$ cat src/rtl/uart_transmitter_configurable_if.sv
// Producer-side connection of the UART transmitter: byte enqueue strobe
// plus the FIFO status flags returned to the producer.
interface uart_transmitter_configurable_if;
    logic [7:0] data_in;
    logic       write_enable;
    logic       buffer_full;
    logic       buffer_empty;
    logic       overflow;

    modport master (
        output data_in, write_enable,
        input  buffer_full, buffer_empty, overflow
    );

    modport slave (
        input  data_in, write_enable,
        output buffer_full, buffer_empty, overflow
    );
endinterface

$ cat src/rtl/uart_transmitter_configurable.sv
// UART transmitter with a TX FIFO and per-frame data length, parity, stop bits
// and baud divisor, all latched when the byte is popped.
module uart_transmitter_configurable #(
    parameter int FIFO_DEPTH      = 64,
    parameter int THRESHOLD_WIDTH = $clog2(FIFO_DEPTH),
    parameter int DIVISOR_0       = 5208,
    parameter int DIVISOR_1       = 2604,
    parameter int DIVISOR_2       = 434,
    parameter int DIVISOR_3       = 16
) (
    input  logic                           clock,
    input  logic                           reset,
    uart_transmitter_configurable_if.slave fifo_bus,
    input  logic [THRESHOLD_WIDTH-1:0]     buffer_full_threshold,
    input  logic [1:0]                     baudrate_select,
    input  logic [1:0]                     data_bits_select,
    input  logic [1:0]                     parity_mode,
    input  logic                           stop_bits_select,
    output logic                           busy,
    output logic                           data_out
);
    localparam int ADDR_W  = $clog2(FIFO_DEPTH);
    localparam int DIV_A   = (DIVISOR_0 > DIVISOR_1) ? DIVISOR_0 : DIVISOR_1;
    localparam int DIV_B   = (DIVISOR_2 > DIVISOR_3) ? DIVISOR_2 : DIVISOR_3;
    localparam int DIV_MAX = (DIV_A > DIV_B) ? DIV_A : DIV_B;
    localparam int CNT_W   = $clog2(DIV_MAX);
    localparam logic [ADDR_W:0] DEPTH_CNT = (ADDR_W + 1)'(FIFO_DEPTH);

    typedef enum logic [2:0] {IDLE, START, DATA, PARITY, STOP} state_t;

    function automatic logic [CNT_W-1:0] reload_for(input logic [1:0] sel);
        case (sel)
            2'd0:    return CNT_W'(DIVISOR_0 - 1);
            2'd1:    return CNT_W'(DIVISOR_1 - 1);
            2'd2:    return CNT_W'(DIVISOR_2 - 1);
            default: return CNT_W'(DIVISOR_3 - 1);
        endcase
    endfunction

    logic [7:0]        mem [FIFO_DEPTH];
    logic [ADDR_W-1:0] wr_ptr;
    logic [ADDR_W-1:0] rd_ptr;
    logic [ADDR_W:0]   count;
    logic              overflow_q;

    state_t            state;
    logic [CNT_W-1:0]  baud_cnt;
    logic [CNT_W-1:0]  reload_q;
    logic [7:0]        shift_q;
    logic [2:0]        bit_idx;
    logic [2:0]        last_bit_q;
    logic              parity_en_q;
    logic              parity_q;
    logic              stop2_q;
    logic              stop_left;

    logic              fifo_full;
    logic              push;
    logic              pop;
    logic              bit_done;
    logic              frame_end;
    logic [7:0]        head;
    logic [7:0]        data_mask;

    assign fifo_full  = (count == DEPTH_CNT);
    assign push       = fifo_bus.write_enable && !fifo_full;
    assign bit_done   = (baud_cnt == '0);
    assign frame_end  = (state == STOP) && bit_done && !stop_left;
    // A pop happens from IDLE or on the edge that closes the last stop bit,
    // which is what gives back-to-back frames with no idle cycle.
    assign pop        = (count != '0) && ((state == IDLE) || frame_end);
    assign head       = mem[rd_ptr];
    assign data_mask  = 8'hFF >> (2'd3 - data_bits_select);

    assign fifo_bus.buffer_full  = int'(count) >= int'(buffer_full_threshold);
    assign fifo_bus.buffer_empty = (count == '0);
    assign fifo_bus.overflow     = overflow_q;

    always_ff @(posedge clock) begin
        if (push && !reset) begin
            mem[wr_ptr] <= fifo_bus.data_in;
        end
    end

    always_ff @(posedge clock) begin
        if (reset) begin
            state      <= IDLE;
            data_out   <= 1'b1;
            busy       <= 1'b0;
            baud_cnt   <= '0;
            bit_idx    <= '0;
            stop_left  <= 1'b0;
            wr_ptr     <= '0;
            rd_ptr     <= '0;
            count      <= '0;
            overflow_q <= 1'b0;
        end else begin
            if (push) wr_ptr <= wr_ptr + 1'b1;
            if (pop)  rd_ptr <= rd_ptr + 1'b1;
            if (push && !pop)      count <= count + 1'b1;
            else if (pop && !push) count <= count - 1'b1;
            if (fifo_bus.write_enable && fifo_full) overflow_q <= 1'b1;

            if (state != IDLE && !bit_done) baud_cnt <= baud_cnt - 1'b1;

            case (state)
                START: begin
                    if (bit_done) begin
                        baud_cnt <= reload_q;
                        bit_idx  <= '0;
                        data_out <= shift_q[0];
                        state    <= DATA;
                    end
                end
                DATA: begin
                    if (bit_done) begin
                        baud_cnt <= reload_q;
                        if (bit_idx == last_bit_q) begin
                            if (parity_en_q) begin
                                data_out <= parity_q;
                                state    <= PARITY;
                            end else begin
                                data_out  <= 1'b1;
                                stop_left <= stop2_q;
                                state     <= STOP;
                            end
                        end else begin
                            bit_idx  <= bit_idx + 1'b1;
                            shift_q  <= shift_q >> 1;
                            data_out <= shift_q[1];
                        end
                    end
                end
                PARITY: begin
                    if (bit_done) begin
                        baud_cnt  <= reload_q;
                        data_out  <= 1'b1;
                        stop_left <= stop2_q;
                        state     <= STOP;
                    end
                end
                STOP: begin
                    if (bit_done) begin
                        if (stop_left) begin
                            baud_cnt  <= reload_q;
                            stop_left <= 1'b0;
                        end else begin
                            busy  <= 1'b0;
                            state <= IDLE;
                        end
                    end
                end
                default: ;
            endcase

            // Frame setup overrides the STOP exit so the next start bit
            // follows the last stop bit directly.
            if (pop) begin
                state       <= START;
                busy        <= 1'b1;
                data_out    <= 1'b0;
                baud_cnt    <= reload_for(baudrate_select);
                reload_q    <= reload_for(baudrate_select);
                shift_q     <= head;
                last_bit_q  <= 3'd4 + {1'b0, data_bits_select};
                parity_en_q <= (parity_mode == 2'd1) || (parity_mode == 2'd2);
                parity_q    <= (^(head & data_mask)) ^ (parity_mode == 2'd2);
                stop2_q     <= stop_bits_select;
            end
        end
    end
endmodule

$ cat src/flat_wrapper.sv
// flat-port wrapper written by rule: the top's interface ports become plain ports
module uart_transmitter_configurable_flat 
#(
    parameter int FIFO_DEPTH      = 64,
    parameter int THRESHOLD_WIDTH = $clog2(FIFO_DEPTH),
    parameter int DIVISOR_0       = 5208,
    parameter int DIVISOR_1       = 2604,
    parameter int DIVISOR_2       = 434,
    parameter int DIVISOR_3       = 16
)
  (clock, reset, buffer_full_threshold, baudrate_select, data_bits_select, parity_mode, stop_bits_select, busy, data_out, fifo_bus_data_in, fifo_bus_write_enable, fifo_bus_buffer_full, fifo_bus_buffer_empty, fifo_bus_overflow);
  uart_transmitter_configurable_if fifo_bus_i ();
  input  logic clock;
  input  logic reset;
  input  logic [THRESHOLD_WIDTH-1:0] buffer_full_threshold;
  input  logic [1:0] baudrate_select;
  input  logic [1:0] data_bits_select;
  input  logic [1:0] parity_mode;
  input  logic stop_bits_select;
  output logic busy;
  output logic data_out;
  input wire logic [$bits(fifo_bus_i.data_in)-1:0] fifo_bus_data_in;
  input wire logic [$bits(fifo_bus_i.write_enable)-1:0] fifo_bus_write_enable;
  output wire logic [$bits(fifo_bus_i.buffer_full)-1:0] fifo_bus_buffer_full;
  output wire logic [$bits(fifo_bus_i.buffer_empty)-1:0] fifo_bus_buffer_empty;
  output wire logic [$bits(fifo_bus_i.overflow)-1:0] fifo_bus_overflow;
  assign fifo_bus_i.data_in = fifo_bus_data_in;
  assign fifo_bus_i.write_enable = fifo_bus_write_enable;
  assign fifo_bus_buffer_full = fifo_bus_i.buffer_full;
  assign fifo_bus_buffer_empty = fifo_bus_i.buffer_empty;
  assign fifo_bus_overflow = fifo_bus_i.overflow;
  uart_transmitter_configurable #(.FIFO_DEPTH(FIFO_DEPTH), .THRESHOLD_WIDTH(THRESHOLD_WIDTH), .DIVISOR_0(DIVISOR_0), .DIVISOR_1(DIVISOR_1), .DIVISOR_2(DIVISOR_2), .DIVISOR_3(DIVISOR_3)) u_core (.clock(clock), .reset(reset), .fifo_bus(fifo_bus_i), .buffer_full_threshold(buffer_full_threshold), .baudrate_select(baudrate_select), .data_bits_select(data_bits_select), .parity_mode(parity_mode), .stop_bits_select(stop_bits_select), .busy(busy), .data_out(data_out));
endmodule
$ cat config.mk
export PLATFORM = sky130hd
export DESIGN_NAME = uart_transmitter_configurable_flat
export DESIGN_NICKNAME = d
export VERILOG_FILES = /design/src/rtl/uart_transmitter_configurable_if.sv /design/src/rtl/uart_transmitter_configurable.sv /design/src/flat_wrapper.sv
export SDC_FILE = /design/constraint.sdc
export NUM_CORES = 1
export LEC_CHECK = 0
export CORE_MARGIN = 5
export CORE_UTILIZATION = 59
export CTS_CLUSTER_SIZE = 24
export DETAILED_ROUTE_END_ITERATION = 10
export HOLD_SLACK_MARGIN = 0.12
export MAX_ROUTING_LAYER = met4
export PLACE_DENSITY = 0.76
export SYNTH_ARGS = -nofsm -noshare
export SYNTH_HDL_FRONTEND = slang
export SYNTH_SLANG_ARGS = --single-unit
$ cat constraint.sdc
create_clock -name clock -period 9.7 [get_ports clock]
set_clock_uncertainty 0.05 [all_clocks]
set_input_delay 2.91 -clock clock [delete_from_list [all_inputs] [get_ports clock]]
set_output_delay 2.91 -clock clock [all_outputs]
set_load 0.05 [all_outputs]
# [Word-level counts from Yosys, hierarchy flattened]
# Memories as Yosys holds them, arrays and structs flattened. A register that Yosys moved wholly into a read port is not among the register bits.
# Index checks and enable logic that the tools add are counted.
# Widths: inputs -> output; s select.
[classes] add_sub_neg=8 magnitude_cmp=1 eq_ne=26 n_shift=1 muxes=47 n_bitwise=3 n_reduce_logical=43
[ops] cell="$mux 13" n=5
[ops] cell="$pmux 13 s3" n=1
[ops] cell="$mux 8" n=4
[ops] cell="$mux 3" n=10
[ops] cell="$pmux 13 s2" n=1
[ops] cell="$mux 1" n=18
[ops] cell="$ne 3x1->1 const B" n=5
[ops] cell="$mux 7" n=2
[ops] cell="$reduce_and 7->1" n=2
[ops] cell="$logic_not 13->1" n=1
[ops] cell="$sub 13x1->13 const B" n=1
[ops] cell="$add 6x1->6 const B" n=2
[ops] cell="$mux 6" n=2
[ops] cell="$ne 2x1->1 const B" n=6
[ops] cell="$pmux 3 s4" n=1
[ops] cell="$reduce_and 4->1" n=3
[ops] cell="$reduce_bool 2->1" n=5
[ops] cell="$logic_and 1x1->1" n=9
[ops] cell="$and 8x8->8" n=1
[ops] cell="$ne 2x2->1 const B" n=4
[ops] cell="$reduce_bool 4->1" n=2
[ops] cell="$reduce_xor 8->1" n=1
[ops] cell="$shr 8x2->8 const A" n=1
[ops] cell="$add 7x1->7 const B" n=1
[ops] cell="30 further kinds" n=41
[word_totals] regBits=69 ram_bits=512 input_bits=24 mem_count=1
[memory_table] name="u_core.mem" words=64 width=8 rd=1 rd_ports_with_merged_regs=1 write_ports=1 line_no="uart_transmitter_configurable.sv:40" rtl="logic [7:0] mem [FIFO_DEPTH];"

# [Depth between registers and ports, before layout]
# Gate-level depths: netlist of run 1.
[logic_depth] ltp_word=8 mapped_depth=18

# [Worst setup path before layout of run 1]
# OpenSTA, ideal clock, no wires.
[synth_path] path_type="input -> output" from="input port buffer_full_threshold[0]" to="output port fifo_bus_buffer_full" t_arrival_ps=4228 required_ps=6740 path_slack_ps=2512 cell_stages=8 n_path_buf=0 path_cell_list="ha_1 -> nand2b_1 -> a21o_1 -> a21o_1 -> a21oi_1 -> nor2b_1 -> o21ai_0 -> nand2_1"
[synth_via] elab_chain_cells=1
[synth_lines] item="start: declaration" line_no="flat_wrapper.sv:15" rtl="input logic [THRESHOLD_WIDTH-1:0] buffer_full_threshold;"
[synth_lines] item="$ge 7x6->1" line_no="uart_transmitter_configurable.sv:75" rtl="assign fifo_bus.buffer_full = int'(count) >= int'(buffer_full_threshold);"
[synth_lines] item="end: declaration" line_no="flat_wrapper.sv:24" rtl="output wire logic [$bits(fifo_bus_i.buffer_full)-1:0] fifo_bus_buffer_full;"
# No other way between the ends.

# [Final worst setup path of run 1]
# Same ends and word-level chain as after synthesis.

==> out/summary.md, run 1 <==
## Cells and area
• fraction of layout instances using a drive strength above 1: 0.182
• number of inserted filler cells in the final layout: 2,634
• final net count: 1,383
• area added between synthesis and finish: 10.1%
• antenna fix cells: 0
• most used cells in the layout excluding fill and tap cells: sky130_fd_sc_hd__edfxtp_1, sky130_fd_sc_hd__mux4_2, sky130_fd_sc_hd__nor2_1, sky130_fd_sc_hd__clkbuf_16, sky130_fd_sc_hd__dfxtp_1
• most common cell after layout, fill and taps aside: sky130_fd_sc_hd__edfxtp_1

## Global route
• antenna violations before repair: 0
• overall global routing resource usage: 0.238
• grt total ovfl: 0
• largest net degree at the start of global routing: 65
• wire length of the first global-routing pass: 76,100 µm
• vias in the first global route: 12,200

## Clock network
• Post CTS Setup Buffer Count: 0
• Max Buffers Root-to-Sink: 3
• cell at the root of the clock tree: sky130_fd_sc_hd__clkbuf_16
• clock latency on the worst-skew pair: 0.60 ns
• TritonCTS clock tree: yes
• TritonCTS Buffers: 57
• number of gates resized after CTS: 0
• number of clock sinks: 581
• number of buffers inserted for hold repair after clock tree synthesis: 0
• htree depth: 2
• post-CTS clock slew at the launch and capture registers of the worst setup and hold paths: 0.06 ns

## Synth
• asr flop ratio synth: 0
• cells taking the most area after synthesis: sky130_fd_sc_hd__edfxtp_1, sky130_fd_sc_hd__mux4_2, sky130_fd_sc_hd__dfxtp_1
• Top FF cell, synth: sky130_fd_sc_hd__edfxtp_1
• Post-Syn Area per Cell: 18.1 µm²
• Yosys warning count: 0
• Syn Inst Count: 1,299
• area share of the leading cell type in the synthesized netlist: 0.681
• Yosys top cell by area: sky130_fd_sc_hd__edfxtp_1
• number of unique standard cell types used by synthesis: 66
• sequential-to-total area share from yosys stat: 0.722
• number of synthesized register bits: 581
• cell area after technology mapping: 0.0235 mm²
• Syn Nets: 1,346
• count of flip-flops with a built-in enable after synthesis: 533

## Worst setup path
• critical path class: in -> out
• Crit-path slowest cell: sky130_fd_sc_hd__clkdlybuf4s50_1
• maximum net fanout on the critical path: 1
• WP data arrival: 5.19 ns
• Critical Path, Cell by Cell: clkdlybuf4s50_1 > ha_1 > nand2b_1 > a21o_1 > a21o_1 > a21oi_1 > nor2b_1 > o21ai_0 > nand2_1 > clkdlybuf4s50_1
• Critical Path RT: 6.74 ns
• Setup crit end kind: output pin
• CP max stage delay: 0.70 ns
• cell class contributing the biggest share of worst-path delay: buffers and inverters
• element type at the critical path start: input port
• buffers plus inverters on the worst setup path: 2

## STA
• final-report max-slew violation count: 0
• unrepaired setup endpoints after global routing: false
• tightest hold margin: 0.426 ns
• min Tclk post-route: 8.15 ns
• worst rel slew slack: 0.145
• setup violation total in the final timing report: 0
• actual transition at the worst max-transition pin: 1.28 ns
• post-route fraction of the period consumed by the critical path: 0.840
• Max Freq: 123 MHz
• final hold vios: 0
• Sum Neg Setup Slack: 0 ns

## Placed design
• routability congestion estimate: 0.889
• count of buffers from port buffering: 28
• detailed placement HPWL: 29,800 µm

## Die
• vertical die dimension: 210 µm
• chip width: 210 µm
• area enclosed by the die boundary: 0.0439 mm²
• effective utilization at floorplan: 0.594
• count of standard-cell rows: 73
• core area: 0.0395 mm²
• I/O pin total: 29

## Detailed routing
• average wire per standard cell: 26.5 µm
• number of routed nets with antenna violations: 0
• via-per-instance ratio: 6.44
• via count: 12,200
• iteration-0 DRC count of the detailed router: 1,486
• routed wire length: 50,400 µm
• number of iterations in the first detailed-routing pass: 5
• final routed DRC violation total: 0

## Worst hold path
• worst hold-check path type: reg -> reg

## Power
• Lkg Pwr: 8.13 nW
• final total power: 6.45 mW
• power per unit of standard cell area: 249 mW/mm²
• highest ir drop seen on vdd: 0.171 mV

## Job
• max_cap viols: 0

## Run status
• run status: complete, no violations

## cell type report
type	count	area, µm²	area share
flip-flops and latches	581	17000	0.656
clock inverters	28	154	0.00595
repair buffers	42	345	0.0133
clock buffers	71	1520	0.0588
inverters	24	90.1	0.00348
well taps	525	657	0.0254
multi-input cells	630	6130	0.237
## flip-flops by register name, summed over array words and instances (netlist names), named ones only
name / count
u_core.mem: 512
u_core.baud_cnt: 13
u_core.reload_q: 8
u_core.shift_q: 8
u_core.count: 7
u_core.rd_ptr: 6
u_core.wr_ptr: 6
u_core.bit_idx: 3
u_core.state: 3
u_core.last_bit_q: 2
u_core.busy: 1
u_core.data_out: 1
u_core.fifo_bus.overflow: 1
u_core.parity_en_q: 1
u_core.parity_q: 1
u_core.stop2_q: 1
u_core.stop_left: 1
## logic make-up (layout without fill, tap and decap cells)
| group | after synthesis | in the layout | synth area share |
|---|---|---|---|
| mux | 153 | 153 | 0.136 |
| fa+ha+maj | 23 | 23 | 0.0126 |
| compound gates | 149 | 149 | 0.0422 |
| simple gates | 275 | 275 | 0.0573 |
| buf+inv | 88 | 165 | 0.0180 |
| xor+xnor | 30 | 30 | 0.0124 |
| flops | 581 | 581 | 0.722 |
## where the power goes
| part | total [mW] | switching, mW | internal [mW] |
|---|---|---|---|
| clock | 2.01 | 0.888 | 1.13 |
| combinational | 1.46 | 0.770 | 0.692 |
| sequential | 2.98 | 0.133 | 2.84 |
| total | 6.45 | 1.79 | 4.66 |
## per-stage QoR
| stage | std cells | util | instance area (µm²) | setup WS [ns] |
|---|---|---|---|---|
| floorplan | 1299 | - | 23500 | 2.51 |
| global placement | 1802 | 0.612 | 24200 | 1.53 |
| detailed placement | 1802 | 0.612 | 24200 | 1.53 |
| CTS | 1901 | 0.654 | 25900 | 1.53 |
| global route | 1901 | 0.654 | 25900 | 1.43 |
| finish | 1901 | 0.654 | 25900 | 1.55 |
## synthesized netlist by cell type (3+ instances only)
cell type / number
sky130_fd_sc_hd__or4_1: 5
sky130_fd_sc_hd__o22a_1: 5
sky130_fd_sc_hd__a22oi_1: 20
sky130_fd_sc_hd__nand4b_1: 3
sky130_fd_sc_hd__nand3_1: 9
sky130_fd_sc_hd__dfxtp_1: 48
sky130_fd_sc_hd__nor2_1: 123
sky130_fd_sc_hd__nor4_1: 9
sky130_fd_sc_hd__nand4_1: 6
sky130_fd_sc_hd__nor3_1: 8
sky130_fd_sc_hd__buf_1: 10
sky130_fd_sc_hd__o21a_1: 4
sky130_fd_sc_hd__buf_6: 5
sky130_fd_sc_hd__nand2b_1: 9
sky130_fd_sc_hd__or3b_2: 7
sky130_fd_sc_hd__a221oi_1: 3
sky130_fd_sc_hd__xor2_1: 12
sky130_fd_sc_hd__or3_1: 8
sky130_fd_sc_hd__buf_4: 7
sky130_fd_sc_hd__nand3b_1: 7
sky130_fd_sc_hd__o211ai_1: 3
sky130_fd_sc_hd__a21o_1: 6
sky130_fd_sc_hd__ha_1: 22
sky130_fd_sc_hd__and3_1: 4
sky130_fd_sc_hd__xnor2_1: 16
sky130_fd_sc_hd__mux2i_1: 14
sky130_fd_sc_hd__o21bai_1: 3
sky130_fd_sc_hd__nand2_1: 43
sky130_fd_sc_hd__o22ai_1: 12
sky130_fd_sc_hd__nor2b_1: 17
sky130_fd_sc_hd__nor3b_1: 3
sky130_fd_sc_hd__mux4_2: 132
sky130_fd_sc_hd__a21oi_1: 35
sky130_fd_sc_hd__a22o_1: 4
sky130_fd_sc_hd__mux2_2: 7
sky130_fd_sc_hd__edfxtp_1: 533
sky130_fd_sc_hd__a211oi_1: 7
sky130_fd_sc_hd__and2_1: 7
sky130_fd_sc_hd__inv_1: 23
sky130_fd_sc_hd__o21ai_0: 20
sky130_fd_sc_hd__clkbuf_1: 26
sky130_fd_sc_hd__a2111oi_0: 3
sky130_fd_sc_hd__buf_2: 14
sky130_fd_sc_hd__a31oi_1: 12
## worst paths after layout
path	startpoint	to	slack (ns)	depth (start not counted)
max	buffer_full_threshold[0]	fifo_bus_buffer_full	1.55	10
min	u_core.fifo_bus.overflow	u_core.fifo_bus.overflow	0.43	2
max reg2reg	u_core.baud_cnt[5]	u_core.count[6]	4.96	15
min reg2reg	u_core.fifo_bus.overflow	u_core.fifo_bus.overflow	0.43	2
## routing by layer
metal  wire (µm)  track usage
met4        1590       0.0752
met3        4500       0.0561
met1       20000        0.327
met5           0            -
met2       24300        0.361
## worst min-delay path, cell delays in order (launching register included)
cell and delay [ns]:
sky130_fd_sc_hd__dfxtp_1 0.32, sky130_fd_sc_hd__a31oi_1 0.04, sky130_fd_sc_hd__nor2_1 0.07
(Power assumes the default switching activity.)
==> run 2: changes to the inputs <==
CORE_UTILIZATION = 56   (was 59)
PLACE_DENSITY = 0.75   (was 0.76)
clock period = 7.3 ns   (was 9.7 ns; I/O delays follow)
==> run 2 against run 1 <==
Against the previous run: total power up 35%; count of clock-buffer cells in the layout down 10; core utilization down 3.1 points; non-clock buffer count up 1; worst hold slack about the same; final area up 0.55%; clock power up 38%; via count up 0.38%; largest cell class unchanged; largest power group unchanged.
==> out/summary.md, run 2 (synthesized netlist as in run 1, its figures left out) <==
## Cells and area
• top flop regs: u_core.mem: 512 flops, u_core.baud_cnt: 13 flops
• number of inserted filler cells in the final layout: 2,845, +8.0%
• fraction of layout instances using a drive strength above 1: 0.190, +0.00789
• count of non-filler cells in the finished layout: 1,921, +1.1%
• most used cells in the layout excluding fill and tap cells: sky130_fd_sc_hd__edfxtp_1, sky130_fd_sc_hd__mux4_2, sky130_fd_sc_hd__nor2_1, sky130_fd_sc_hd__clkbuf_16, sky130_fd_sc_hd__dfxtp_1
• final net count: 1,383, unchanged
• area added between synthesis and finish: 10.7%
• FF/Latch Area: 0.0170 mm², unchanged
• max reg flops: 512, unchanged
• antenna fix cells: 0, unchanged
• area used by multi-input combinational logic: 0.00613 mm², unchanged
• register containing the most flip-flops in the final layout: u_core.mem
• most common cell after layout, fill and taps aside: sky130_fd_sc_hd__edfxtp_1

## Clock network
• cell at the root of the clock tree: sky130_fd_sc_hd__clkbuf_16
• Post CTS Setup Buffer Count: 0, unchanged
• Max Buffers Root-to-Sink: 3, unchanged
• clock latency on the worst-skew pair: 0.61 ns, about the same
• TritonCTS clock tree: yes
• htree depth: 2, unchanged
• number of gates resized after CTS: 0, unchanged
• TritonCTS Buffers: 56, -1.8%
• number of buffers inserted for hold repair after clock tree synthesis: 0, unchanged
• post-CTS clock slew at the launch and capture registers of the worst setup and hold paths: 0.06 ns, about the same
• number of clock sinks: 581, unchanged

## Detailed routing
• number of routed nets with antenna violations: 0, unchanged
• iteration-0 DRC count of the detailed router: 1,583, +6.5%
• via-per-instance ratio: 6.40, -0.66%
• Metal-1 WL: 20,300 µm, +1.6%
• routed wire length: 50,300 µm, about the same
• final routed DRC violation total: 0, unchanged
• number of iterations in the first detailed-routing pass: 7, +2
• average wire per standard cell: 26.2 µm, -1.1%
• via count: 12,300, +0.38%
• highest routing layer actually used: met4
• wire length on met2: 24,200 µm, -0.33%
• met3 wire length: 4360 µm, -2.9%

## STA
• worst rel slew slack: 0.136, -0.00928
• min Tclk post-route: 6.73 ns
• post-route fraction of the period consumed by the critical path: 0.922
• tightest hold margin: 0.426 ns, +0.0000690 ns
• Max Freq: 149 MHz
• final hold vios: 0, unchanged
• unrepaired setup endpoints after global routing: false
• Sum Neg Setup Slack: 0 ns, unchanged
• setup violation total in the final timing report: 0, unchanged
• actual transition at the worst max-transition pin: 1.30 ns, +0.0139 ns
• final-report max-slew violation count: 0, unchanged

## Placed design
• Placed Cells: 1,817, +0.83%
• count of buffers from port buffering: 28, unchanged
• detailed placement HPWL: 30,000 µm, +0.60%
• routability congestion estimate: 0.835, -6.1%

## Worst hold path
• count of cells along the worst hold path: 2, unchanged
• worst hold-check path type: reg -> reg

## Worst setup path
• WP data arrival: 4.49 ns, -0.70 ns
• maximum net fanout on the critical path: 1, unchanged
• cell class contributing the biggest share of worst-path delay: buffers and inverters
• Crit-path slowest cell: sky130_fd_sc_hd__clkdlybuf4s50_1
• Critical Path, Cell by Cell: clkdlybuf4s50_1 > ha_1 > nand2b_1 > a21o_1 > a21o_1 > a21oi_1 > nor2b_1 > o21ai_0 > nand2_1 > clkdlybuf4s50_1
• stages on the worst setup path: 10, unchanged
• critical path class: in -> out
• buffers plus inverters on the worst setup path: 2, unchanged
• element type at the critical path start: input port
• Setup crit end kind: output pin
• CP max stage delay: 0.73 ns, +0.03 ns
• depth of the worst register-to-register path: 16, +1
• Critical Path RT: 5.06 ns, -1.68 ns

## Global route
• antenna violations before repair: 0, unchanged
• largest net degree at the start of global routing: 70, +7.7%
• grt total ovfl: 0, unchanged
• overall global routing resource usage: 0.225, -0.0125
• wire length of the first global-routing pass: 76,800 µm, +0.82%
• vias in the first global route: 12,100, -1.2%

## Die
• I/O pin total: 29, unchanged
• chip width: 215 µm, +2.5%
• count of standard-cell rows: 75, +2.7%
• effective utilization at floorplan: 0.563, -0.0315
• vertical die dimension: 215 µm, +2.5%
• area enclosed by the die boundary: 0.0462 mm², +5.1%
• core area: 0.0418 mm², +5.6%

## Power
• Lkg Pwr: 8.18 nW, +0.57%
• power per unit of standard cell area: 335 mW/mm², +34%
• highest ir drop seen on vdd: 0.220 mV, +28%
• final total power: 8.71 mW, +35%

## Job
• max_cap viols: 0, unchanged

## Run status
• run status: complete, no violations

[run 2: stage by stage]
| step | setup WS [ns] | util | instance area [µm²] |
|---|---|---|---|
| final | 0.573 | 0.623 | 26000 |
| after global routing | 0.484 | 0.623 | 26000 |
| after CTS | 0.539 | 0.623 | 26000 |
| after detailed placement | 0.550 | 0.581 | 24300 |
| after global placement | 0.534 | 0.581 | 24300 |
| after floorplan | 1.55 | - | 23500 |
[run 2: layout make-up]
type / count / share of cell area
repair buffers: 43 / 0.0150
inverters: 24 / 0.00346
multi-input cells: 630 / 0.236
flip-flops and latches: 581 / 0.653
well taps: 539 / 0.0259
clock inverters: 43 / 0.0129
clock buffers: 61 / 0.0546
[run 2: per-layer routing]
layer | GRT usage | vias to the layer above
met5 | - | -
met4 | 0.0691 | 0
met3 | 0.0414 | 104
met2 | 0.342 | 603
met1 | 0.318 | 6299
li1 | - | 5287
[run 2: path summary, 6_finish.rpt]
kind / from / end / slack, ns
worst max register to register: u_core.baud_cnt[4] / u_core.count[6] / 2.29
worst min register to register: u_core.fifo_bus.overflow / u_core.fifo_bus.overflow / 0.43
worst min-delay path: u_core.fifo_bus.overflow / u_core.fifo_bus.overflow / 0.43
worst max-delay path: buffer_full_threshold[0] / fifo_bus_buffer_full / 0.57
[run 2: report_power, final]
group / internal (mW) / leakage (nW) / switching [mW]
logic: 0.937 / 2.12 / 1.02
clock network: 1.55 / 0.857 / 1.23
registers: 3.78 / 5.20 / 0.200
[run 2: worst min-delay path, delay by kind of cell, from the launching register on]
kind / cells / cell delay [ns]
simple gates: 1 / 0.07
compound gates: 1 / 0.04
flops: 1 / 0.33
==> run 3: changes to the inputs <==
REMOVE_ABC_BUFFERS = 1   (was default)
TNS_END_PERCENT = 1   (was default)
==> run 3 against run 2 <==
Against the previous run: die area is the same; largest power group unchanged; core utilization grew 0.15 points; total power grew 1.4%; non-clock buffer count shrank 2; final area grew 0.25%; via count shrank 0.58%; critical path depth is the same; largest cell class unchanged; worst hold slack lost 0.0050 ns.
==> out/summary.md, run 3 (synthesized netlist as in run 1, its figures left out) <==
## Clock network
• number of buffers inserted for hold repair after clock tree synthesis: 0, unchanged
• TritonCTS Buffers: 56, unchanged
• Max Buffers Root-to-Sink: 3, unchanged
• Post CTS Setup Buffer Count: 0, unchanged
• number of gates resized after CTS: 0, unchanged
• htree depth: 2, unchanged
• clock latency on the worst-skew pair: 0.61 ns, about the same
• post-CTS clock slew at the launch and capture registers of the worst setup and hold paths: 0.06 ns, about the same
• TritonCTS clock tree: yes
• cell at the root of the clock tree: sky130_fd_sc_hd__clkbuf_16
• number of clock sinks: 581, unchanged

## Cells and area
• top flop regs: u_core.mem: 512 flops, u_core.baud_cnt: 13 flops
• register containing the most flip-flops in the final layout: u_core.mem
• most used cells in the layout excluding fill and tap cells: sky130_fd_sc_hd__edfxtp_1, sky130_fd_sc_hd__mux4_2, sky130_fd_sc_hd__nor2_1, sky130_fd_sc_hd__clkbuf_16, sky130_fd_sc_hd__dfxtp_1
• count of non-filler cells in the finished layout: 1,919, -0.10%
• antenna fix cells: 0, unchanged
• number of inserted filler cells in the final layout: 2,836, -0.32%
• final net count: 1,381, -0.14%
• fraction of layout instances using a drive strength above 1: 0.186, -0.00407
• max reg flops: 512, unchanged
• most common cell after layout, fill and taps aside: sky130_fd_sc_hd__edfxtp_1
• area added between synthesis and finish: 10.9%

## Worst setup path
• Critical Path, Cell by Cell: clkdlybuf4s50_1 > ha_1 > nand2b_1 > a21o_1 > a21o_1 > a21oi_1 > nor2b_1 > o21ai_0 > nand2_1 > clkdlybuf4s50_1
• WP data arrival: 4.44 ns, -0.05 ns
• critical path class: in -> out
• CP max stage delay: 0.70 ns, -0.03 ns
• Critical Path RT: 5.06 ns, about the same
• Setup crit end kind: output pin
• maximum net fanout on the critical path: 1, unchanged
• element type at the critical path start: input port
• Crit-path slowest cell: sky130_fd_sc_hd__clkdlybuf4s50_1

## Placed design
• detailed placement HPWL: 29,300 µm, -2.3%
• routability congestion estimate: 0.856, +2.5%
• Placed Cells: 1,815, -0.11%
• count of buffers from port buffering: 28, unchanged

## Global route
• vias in the first global route: 12,200, +0.66%
• largest net degree at the start of global routing: 70, unchanged
• grt total ovfl: 0, unchanged
• overall global routing resource usage: 0.223, -0.00263
• antenna violations before repair: 0, unchanged
• wire length of the first global-routing pass: 76,200 µm, -0.72%

## Worst hold path
• worst hold-check path type: reg -> reg

## Detailed routing
• via count: 12,200, -0.58%
• number of iterations in the first detailed-routing pass: 6, -1
• iteration-0 DRC count of the detailed router: 1,705, +7.7%
• final routed DRC violation total: 0, unchanged
• routed wire length: 49,600 µm, -1.4%
• via-per-instance ratio: 6.37, -0.47%
• number of routed nets with antenna violations: 0, unchanged
• average wire per standard cell: 25.9 µm, -1.3%

## Die
• core area: 0.0418 mm², unchanged
• I/O pin total: 29, unchanged
• area enclosed by the die boundary: 0.0462 mm², unchanged
• count of standard-cell rows: 75, unchanged
• effective utilization at floorplan: 0.563, unchanged
• chip width: 215 µm, unchanged
• vertical die dimension: 215 µm, unchanged

## STA
• setup violation total in the final timing report: 0, unchanged
• post-route fraction of the period consumed by the critical path: 0.915, -0.00652
• Sum Neg Setup Slack: 0 ns, unchanged
• unrepaired setup endpoints after global routing: false
• actual transition at the worst max-transition pin: 1.26 ns, -0.0314 ns
• tightest hold margin: 0.421 ns, -0.00503 ns
• worst rel slew slack: 0.157, +0.0210
• Max Freq: 150 MHz, +0.71%
• min Tclk post-route: 6.68 ns, -0.0476 ns
• final hold vios: 0, unchanged
• final-report max-slew violation count: 0, unchanged

## Power
• highest ir drop seen on vdd: 0.221 mV, +0.44%
• Net Switching: 2.42 mW, -0.99%
• relative contribution of the clock network to total power: 0.329, +0.010
• part of the power in combinational logic: 0.224, about the same
• power per unit of standard cell area: 338 mW/mm², +1.1%
• Lkg Pwr: 8.19 nW, +0.10%
• switching share of power: 0.274, -0.00653
• total internal power: 6.41 mW, +2.3%
• relative contribution of sequential cells to total power: 0.446, -0.011

## Job
• max_cap viols: 0, unchanged

## Run status
• run status: complete, no violations

run 3: power groups by stage:
stage | sequential, mW | combinational, mW | clock [mW]
2_1_floorplan | 4.13 | 1.45 | 0
3_5_place_dp | 4.01 | 1.98 | 0
6_report | 3.94 | 1.98 | 2.91
5_1_grt | 3.97 | 2.16 | 3.10
4_1_cts | 3.94 | 2.00 | 2.95
3_3_place_gp | 4.01 | 1.95 | 0
run 3: cell type report:
type,count,area (µm²),share of cell area
sequential,581,17000,0.651
multi-input combinational,630,6130,0.235
clock buffer,77,1510,0.0579
tap,539,674,0.0259
timing repair buffer,41,363,0.0139
clock inverter,27,337,0.0129
inverter,24,90.1,0.00345
run 3: per-stage QoR:
| stage | util | total power, mW | worst slack (ns) | cell area, µm² |
|---|---|---|---|---|
| finish | 0.625 | 8.83 | 0.620 | 26100 |
| detailed placement | 0.580 | 5.99 | 0.595 | 24200 |
| CTS | 0.625 | 8.89 | 0.597 | 26100 |
| floorplan | - | 5.58 | -0.324 | 23200 |
| global route | 0.625 | 9.22 | 0.441 | 26100 |
| global placement | 0.580 | 5.96 | 0.583 | 24200 |
run 3: worst paths after layout:
kind / start / endpoint / slack, ns / depth (start not counted)
worst max register to register: u_core.baud_cnt[5] / u_core.count[6] / 2.25 / 16
worst min-delay path: u_core.fifo_bus.overflow / u_core.fifo_bus.overflow / 0.42 / 2
worst min register to register: u_core.fifo_bus.overflow / u_core.fifo_bus.overflow / 0.42 / 2
worst max-delay path: buffer_full_threshold[0] / fifo_bus_buffer_full / 0.62 / 10
run 3: layer usage:
metal,GRT usage,share of wire,up-vias
met2,0.334,0.47,575
met5,-,0,-
li1,-,-,5283
met4,0.0586,0.025,0
met1,0.320,0.41,6285
met3,0.0455,0.087,79
run 3: worst max-delay path, delay by kind of cell:
| kind | cells | cell delay [ns] |
|---|---|---|
| buffers and inverters | 2 | 1.10 |
| AOI/OAI and AO/OA | 4 | 0.62 |
| adders and majority gates | 1 | 0.28 |
| and+or+nand+nor | 3 | 0.24 |
